==> src/rtl/key_message_buffer.sv <==
// Keystroke collector: builds a space-padded message from key events and locks it until the link reports completion.
// Latency: one cycle from a key_valid / send_done rising edge or clear to the registered outputs.
// Backpressure: none on keys; keys arriving while locked or with the buffer full are discarded and flagged on key_dropped.
module key_message_buffer #(
  parameter int         MAX_CHARS = 16,
  parameter logic [7:0] PAD_CHAR  = 8'h20
) (
  input  logic                               clock,
  input  logic                               reset,
  input  logic                               clear,
  input  logic                               enable,
  input  logic                               key_valid,
  input  logic [7:0]                         key_ascii,
  input  logic                               send_done,
  output logic [8*MAX_CHARS-1:0]             message,
  output logic [$clog2(MAX_CHARS+1)-1:0]     length,
  output logic                               msg_ready,
  output logic                               full,
  output logic                               key_dropped
);

  localparam int LW = $clog2(MAX_CHARS + 1);
  localparam int IW = (MAX_CHARS > 1) ? $clog2(MAX_CHARS) : 1;
  localparam logic [LW-1:0] MAX_LEN = LW'(MAX_CHARS);
  localparam logic [8*MAX_CHARS-1:0] ALL_PAD = {MAX_CHARS{PAD_CHAR}};

  typedef enum logic {
    EDIT   = 1'b0,
    LOCKED = 1'b1
  } state_t;

  state_t                 state_q, state_d;
  logic [8*MAX_CHARS-1:0] msg_q, msg_d;
  logic [LW-1:0]          len_q, len_d;
  logic                   rdy_q, rdy_d;
  logic                   full_q, full_d;
  logic                   drop_q, drop_d;
  logic                   kv_q, sd_q;

  logic                   key_evt, done_evt;
  logic                   is_print, is_bs, is_cr;
  logic [IW-1:0]          wr_idx, bs_idx;

  // Rising-edge events; the history flops start high so a level already
  // asserted when reset lifts is not mistaken for a fresh keystroke/completion.
  assign key_evt  = key_valid & ~kv_q;
  assign done_evt = send_done & ~sd_q;

  // Key classification.
  assign is_print = (key_ascii >= 8'h20) && (key_ascii <= 8'h7E);
  assign is_bs    = (key_ascii == 8'h08);
  assign is_cr    = (key_ascii == 8'h0D);

  // Slot addressing: the next free slot and the last occupied slot.
  assign wr_idx = IW'(len_q);
  assign bs_idx = IW'(len_q - 1'b1);

  // Next-state and next-output decision; clear beats link completion beats keys.
  always_comb begin
    state_d = state_q;
    msg_d   = msg_q;
    len_d   = len_q;
    rdy_d   = rdy_q;
    drop_d  = 1'b0;

    if (clear) begin
      state_d = EDIT;
      msg_d   = ALL_PAD;
      len_d   = '0;
      rdy_d   = 1'b0;
    end else if (state_q == LOCKED) begin
      if (done_evt) begin
        // Link finished: empty the buffer and reopen editing. A key arriving
        // in the same cycle is swallowed silently.
        state_d = EDIT;
        msg_d   = ALL_PAD;
        len_d   = '0;
        rdy_d   = 1'b0;
      end else if (key_evt && (is_print || is_bs || is_cr)) begin
        drop_d = 1'b1;
      end
    end else if (key_evt && enable) begin
      // EDIT: stale done_evt edges fall through here and are ignored.
      if (is_print) begin
        if (len_q < MAX_LEN) begin
          msg_d[8*int'(wr_idx) +: 8] = key_ascii;
          len_d = len_q + 1'b1;
        end else begin
          drop_d = 1'b1;
        end
      end else if (is_bs) begin
        if (len_q != '0) begin
          msg_d[8*int'(bs_idx) +: 8] = PAD_CHAR;
          len_d = len_q - 1'b1;
        end
      end else if (is_cr) begin
        if (len_q != '0) begin
          state_d = LOCKED;
          rdy_d   = 1'b1;
        end
      end
    end

    full_d = (len_d == MAX_LEN);
  end

  // State and output registers; clear is handled in the next-state logic so
  // the edge-history flops keep following their inputs through it.
  always_ff @(posedge clock) begin
    if (reset) begin
      state_q <= EDIT;
      msg_q   <= ALL_PAD;
      len_q   <= '0;
      rdy_q   <= 1'b0;
      full_q  <= 1'b0;
      drop_q  <= 1'b0;
      kv_q    <= 1'b1;
      sd_q    <= 1'b1;
    end else begin
      state_q <= state_d;
      msg_q   <= msg_d;
      len_q   <= len_d;
      rdy_q   <= rdy_d;
      full_q  <= full_d;
      drop_q  <= drop_d;
      kv_q    <= key_valid;
      sd_q    <= send_done;
    end
  end

  assign message     = msg_q;
  assign length      = len_q;
  assign msg_ready   = rdy_q;
  assign full        = full_q;
  assign key_dropped = drop_q;

endmodule
==> config.mk <==
export PLATFORM = sky130hd
export DESIGN_NAME = key_message_buffer
export DESIGN_NICKNAME = d
export VERILOG_FILES = /design/src/rtl/key_message_buffer.sv
export SDC_FILE = /design/constraint.sdc
export NUM_CORES = 1
export LEC_CHECK = 0
export ABC_CLOCK_PERIOD_IN_PS = 10500
export CAP_MARGIN = 15
export CORE_UTILIZATION = 52
export DETAILED_ROUTE_END_ITERATION = 8
export PLACE_DENSITY = 0.85
export SLEW_MARGIN = 5
export SYNTH_ARGS = -nofsm -noshare
export SYNTH_HDL_FRONTEND = slang
export SYNTH_SLANG_ARGS = --single-unit
==> constraint.sdc <==
create_clock -name clock -period 10.5 [get_ports clock]
set_input_delay 1.575 -clock clock [delete_from_list [all_inputs] [get_ports clock]]
set_output_delay 1.575 -clock clock [all_outputs]
set_load 0.01 [all_outputs]
==> impl_metrics.tcl, run 1 <==
set metrics [dict create \
    critPathLaunch "key_ascii[6]" \
    start_util_pct 54.2 \
    die_area_um2 11300 \
    placed_cell_area_um2 7220 \
    die_h_um 106 \
    hold_viol 0 \
    status "finished, final reports clean" \
    area_delta_synth_final_pct 36.8 \
    arrival_ns 5.43 \
    worst_hold_slack_ns 0.436 \
    fin_nets 757 \
    syn_area_um2 5680 \
    dpl.cell_count 850 \
    end_kind "flip-flop" \
    start_kind "input pin" \
    grt_setup_unrepaired "no" \
    ctsLongestPathBuffers 2 \
    netlist.top_cell.by_area "dfxtp_1" \
    p_int_uw 840 \
    drtAntennaViolNets 0 \
    slew_viol_final 0 \
    worstReg2RegEnd "message[1]" \
    fin_cells 882 \
    register_area_um2 2780 \
    ff2ff_path_depth 13 \
    fin_setup_tns_ns 0 \
    port_buffers 149 \
    viasPerCell 6.29 \
    routedWlPerCell_um 20.8 \
    grt_pass1_wl_um 29200 \
    holdBufCountCts 0 \
    dp_hpwl_um 12300 \
    synth_area_per_cell_um2 9.44 \
    ys_ff_latch 139 \
    p_sw_share_pct 25.5 \
    worst_pin_slew_ns 0.965 \
    holdCritPathClass "flip-flop to flip-flop" \
    drtPass1Iterations 5 \
    grt_usage_pct 33.4 \
    drc_errors 0 \
    seq_area_frac_synth_pct 49.0 \
    drive_gt1_share_pct 7.77 \
    num_rows 37 \
    synthDistinctLibCells 66 \
    worstSetupPathType "input pin to flip-flop" \
    drt_iter0_drc 362 \
    setup-violations-final 0 \
    synthCells 601 \
    min_period_ns 4.97 \
    diodes 0 \
    worstSkewPairLatency_ns 0.53 \
    cp_max_fo 17 \
    multi_input_area_um2 2670 \
    finalCritPeriodShare_pct 47.3 \
    grt_start_max_net_pins 40 \
    fillers 778 \
    overflow 0 \
    irDropWorstVdd_uv 81.9 \
    post_cts_resized 0 \
    gp_congestion 0.917 \
    cp.required_ns 10.96 \
    synth_ff_type "dfxtp_1" \
    p_per_area_nw_per_um2 145 \
    mostFrequentLayoutCells "clkdlybuf4s50_1, dfxtp_1, nand2_1" \
    final_common_cell "clkdlybuf4s50_1" \
    fin_skew_ns 0.0187 \
    synth_nets 625 \
    pwr-share-comb_pct 3.8 \
    die_x_um 106 \
    fmax_mhz 201 \
    core_area_um2 10500 \
    clkPwrFrac_pct 49.3 \
    cts_tree "yes" \
    wirelength_um 18400 \
    utilization_pct 74.2 \
    maxSlewHeadroom_pct 34.7 \
    ios 150 \
    ys_top_cells_by_area "dfxtp_1, a22o_1, nand2_1" \
    first_global_vias 5447 \
    async_flop_share_pct 0 \
    cts-root-buf "clkbuf_8" \
    path_clk_slew_ns 0.07 \
    route.vias.total 5552 \
    pwr-share-seq_pct 46.8 \
    synthDominantCellAreaShare_pct 49.0 \
    p_leak_uw 0.00272 \
    finalInstanceArea_um2 7770 \
    yosys_warnings 0 \
    hold_depth 2 \
    cts.sinks 139 \
    h-tree-depth 4 \
    reg2reg_from "length[0]" \
    cts_setup_buffers 0 \
    numCtsBuffers 17 \
    switching_power_uw 288 \
    grt_antenna_before_repair 0 \
    max_cap_violations 0 \
    crit_end "message[88]" \
    synth_edf_count 0 \
    rrSetupSlack_ns 5.98 \
]
==> power groups by stage <==
stage | Clock, uW | Combinational [uW] | Sequential (uW)
floorplan | 0 | 24.4 | 540
global placement | 0 | 40.3 | 540
detailed placement | 0 | 41.3 | 540
CTS | 559 | 41.8 | 528
global route | 584 | 45.5 | 528
finish | 557 | 43.2 | 528
==> cells by family (layout without fill, tap and decap cells) <==
| group | Yosys count | after routing | synth area share (%) |
|---|---|---|---|
| AOI/OAI and AO/OA | 177 | 177 | 24.4 |
| xor gates and xnor gates | 3 | 3 | 0.463 |
| adders and majority gates | 10 | 10 | 2.20 |
| buffers and inverters | 55 | 200 | 3.92 |
| DFF | 139 | 139 | 49.0 |
| muxes | 1 | 1 | 0.176 |
| and+or+nand+nor | 216 | 216 | 19.8 |
==> per-layer routing <==
layer	share of wire, %	global-route usage [%]	vias up
li1	-	-	2518
met1	41	42.7	2633
met2	47	53.8	350
met3	9.6	8.46	51
met4	2.7	13.5	0
met5	0	0	-
==> layout make-up <==
class | instances | area share (%)
Inverter | 11 | 0.532
Tap cell | 136 | 2.19
Sequential cell | 139 | 35.8
Clock buffer | 18 | 5.38
Clock inverter | 14 | 1.68
Timing Repair Buffer | 157 | 20.0
Multi-Input combinational cell | 407 | 34.4
==> synthesized netlist by cell type, types with 3 or more instances <==
cell type  number
or2_2           5
o2111ai_1      12
and3_1          9
nand3_1        34
a211oi_1        7
a21oi_1        18
o21ai_0        28
o2bb2ai_1      19
a211o_1         3
nor2_1         38
o21a_1          3
dfxtp_1       139
nand4_1         7
clkbuf_1       33
o32a_1          3
buf_1           5
a22o_1         51
nor4b_1         3
a221oi_1        5
o41ai_1         5
buf_2           4
a31oi_1         3
nor3_1         20
nand2_1        55
inv_1          10
and2_1         15
nor3b_1         5
ha_1           10
or3b_2          3
nor2b_1         3
==> worst max-delay path, stage by stage <==
cell	delay [ns]
clkdlybuf4s50_1	1.09
o21bai_1	0.39
a211oi_1	0.29
buf_4	0.25
nand2_1	0.38
nor3_1	0.32
buf_4	0.25
nor3b_1	0.62
a22o_1	0.24
==> per-stage QoR <==
stage / power [uW] / worst slack (ns)
finish: 1130 / 5.53
global route: 1160 / 5.37
CTS: 1130 / 5.68
detailed placement: 581 / 5.20
global placement: 580 / 5.27
floorplan: 564 / 6.64
==> how the worst min path moves through the flow <==
stage / startpoint / end / slack [ns]
floorplan: message[127] / message[127] / 0.45
global placement: message[127] / message[127] / 0.42
detailed placement: message[127] / message[127] / 0.43
CTS: message[127] / message[127] / 0.44
global route: message[123] / message[123] / 0.47
finish: message[127] / message[127] / 0.44
==> registers in the layout (all words and copies together), names as in the netlist <==
signal / cells
state_q: 1
sd_q: 1
kv_q: 1
message: 128
msg_ready: 1
key_dropped: 1
length: 5
full: 1
Note: power is estimated with default switching activity, not from simulation.
==> run 2: changes to the inputs <==
--- a/config.mk
+++ b/config.mk
@@ -5,11 +5,11 @@
 export SDC_FILE = /design/constraint.sdc
 export NUM_CORES = 1
 export LEC_CHECK = 0
-export ABC_CLOCK_PERIOD_IN_PS = 10500
+export ABC_CLOCK_PERIOD_IN_PS = 4500
 export CAP_MARGIN = 15
-export CORE_UTILIZATION = 52
+export CORE_UTILIZATION = 44
 export DETAILED_ROUTE_END_ITERATION = 8
-export PLACE_DENSITY = 0.85
+export PLACE_DENSITY = 0.76
 export SLEW_MARGIN = 5
 export SYNTH_ARGS = -nofsm -noshare
 export SYNTH_HDL_FRONTEND = slang
==> constraint.sdc (replaced) <==
create_clock -name clock -period 4.5 [get_ports clock]
set_input_delay 0.675 -clock clock [delete_from_list [all_inputs] [get_ports clock]]
set_output_delay 0.675 -clock clock [all_outputs]
set_load 0.01 [all_outputs]
==> impl_metrics.tcl, run 2 (synthesis gave the netlist of run 1 again) <==
set metrics [dict create \
    finalPower_uw 2740 \
    area_delta_synth_final_pct 40.2 \
    ctsLongestPathBuffers 2 \
    utilization_pct 63.0 \
    ff2ff_path_depth 11 \
    start_util_pct 45.0 \
    worstSkewPairLatency_ns 0.43 \
    route.vias.total 5537 \
    switching_power_uw 599 \
    cp_max_fo 12 \
    drt_iter0_drc 476 \
    first_global_vias 5483 \
    worst_pin_slew_ns 0.985 \
    pwr-share-seq_pct 44.9 \
    clkPwrFrac_pct 51.1 \
    gp_congestion 0.922 \
    cts-root-buf "clkbuf_16" \
    post_cts_resized 0 \
    cts.sinks 139 \
    cts_tree "yes" \
    viasPerCell 5.96 \
    maxSlewHeadroom_pct 33.4 \
    ios 150 \
    h-tree-depth 4 \
    cp.required_ns 4.81 \
    final_common_cell "clkdlybuf4s50_1" \
    grt_pass1_wl_um 29300 \
    worstSetupPathType "flip-flop to flip-flop" \
    holdCritPathClass "flip-flop to flip-flop" \
    die_area_um2 13400 \
    drive_gt1_share_pct 8.98 \
    core_area_um2 12600 \
    fin_nets 771 \
    fin_setup_tns_ns 0 \
    routedWlPerCell_um 20.2 \
    dp_hpwl_um 13300 \
    min_period_ns 3.97 \
    path_clk_slew_ns 0.06 \
    grt_start_max_net_pins 39 \
    num_rows 41 \
    die_x_um 116 \
    layout_setup_ws_ns 0.530 \
    busiest_layer "met2" \
    port_buffers 149 \
    p_leak_uw 0.00281 \
    slew_viol_final 0 \
    wirelength_um 18800 \
    overflow 0 \
    fillers 1070 \
    status "finished, final reports clean" \
    p_sw_share_pct 21.8 \
    grt_util_met1_pct 35.5 \
    die_h_um 116 \
    drc_errors 0 \
    diodes 0 \
    fin_skew_ns 0.00970 \
    arrival_ns 4.28 \
    pwr-share-comb_pct 4.0 \
    cts_setup_buffers 0 \
    numCtsBuffers 17 \
    reg2reg_from "length[1]" \
    finalCritPeriodShare_pct 88.2 \
    grt_antenna_before_repair 0 \
    grt_setup_unrepaired "no" \
    drtAntennaViolNets 0 \
    p_int_uw 2140 \
    globalRouteMet2Util_pct 47.3 \
    met3_usage_pct 8.47 \
    end_kind "flip-flop" \
    hold_viol 0 \
    worstHoldStart "message[127]" \
    p_per_area_nw_per_um2 345 \
    drtPass1Iterations 5 \
    irDropWorstVdd_uv 234 \
    hold_depth 2 \
    grt_usage_pct 29.0 \
    start_kind "flip-flop" \
    largest_reg_flops 128 \
    fmax_mhz 252 \
    rrSetupSlack_ns 0.53 \
    setup-violations-final 0 \
    holdBufCountCts 0 \
    whs_endpoint "message[127]" \
    detailedPlace.worstSlack_ns 0.638 \
    mostFrequentLayoutCells "clkdlybuf4s50_1, dfxtp_1, nand2_1" \
    worstReg2RegEnd "message[4]" \
    max_cap_violations 0 \
]
[run 2: cell count changes in the layout (fill, tap and decap cells not counted), moves of 2 or more]
| cell | before | now |
|---|---|---|
| bufinv_16 | 0 | 3 |
| buf_4 | 8 | 22 |
| clkinv_4 | 0 | 2 |
| inv_6 | 6 | 2 |
| inv_8 | 3 | 0 |
[run 2: metrics by stage]
step                      hold WS, ns  instances  cell area (um^2)
after floorplan                 0.454        601              5680
after global placement          0.421        900              7370
after detailed placement        0.428        900              7370
after CTS                       0.444        929              7960
after global routing            0.469        929              7960
final                           0.436        929              7960
[run 2: routing by layer]
layer | wire [um] | vias up
li1 | - | 2553
met1 | 8100 | 2661
met2 | 8730 | 281
met3 | 1500 | 42
met4 | 431 | 0
met5 | 0 | -
[run 2: worst max-delay path by stage]
stage                 start          end  cells after the start
2_1_floorplan     length[0]   message[1]                     14
3_3_place_gp      length[1]   message[0]                     11
3_5_place_dp   key_ascii[0]  message[78]                      8
4_1_cts           length[1]   message[4]                     11
5_1_grt           length[1]   message[6]                     11
6_report          length[1]   message[4]                     11
[run 2: power by group through the flow]
stage / clock network [uW] / logic [uW] / registers (uW)
6_report: 1400 / 109 / 1230
5_1_grt: 1460 / 114 / 1230
4_1_cts: 1420 / 106 / 1230
3_5_place_dp: 0 / 106 / 1260
3_3_place_gp: 0 / 104 / 1260
2_1_floorplan: 0 / 57.0 / 1260
[run 2: critical path, cell delays in order (launching register included)]
cell and delay, ns:
dfxtp_1 0.62, inv_1 0.22, ha_1 0.53, nand2_1 0.24, nor2_1 0.27, ha_1 0.32
nor2_1 0.28, nand4_1 0.16, or4_4 0.45, a221oi_4 0.35, nor2_2 0.13, a22o_1 0.27
[run 2: final cells by class]
class | count | area (um^2) | area share, %
flip-flops and latches | 139 | 2780 | 35.0
multi-input cells | 407 | 2670 | 33.6
repair buffers | 171 | 1660 | 20.8
clock buffers | 20 | 447 | 5.61
well taps | 172 | 215 | 2.71
clock inverters | 9 | 140 | 1.76
inverters | 11 | 41.3 | 0.519
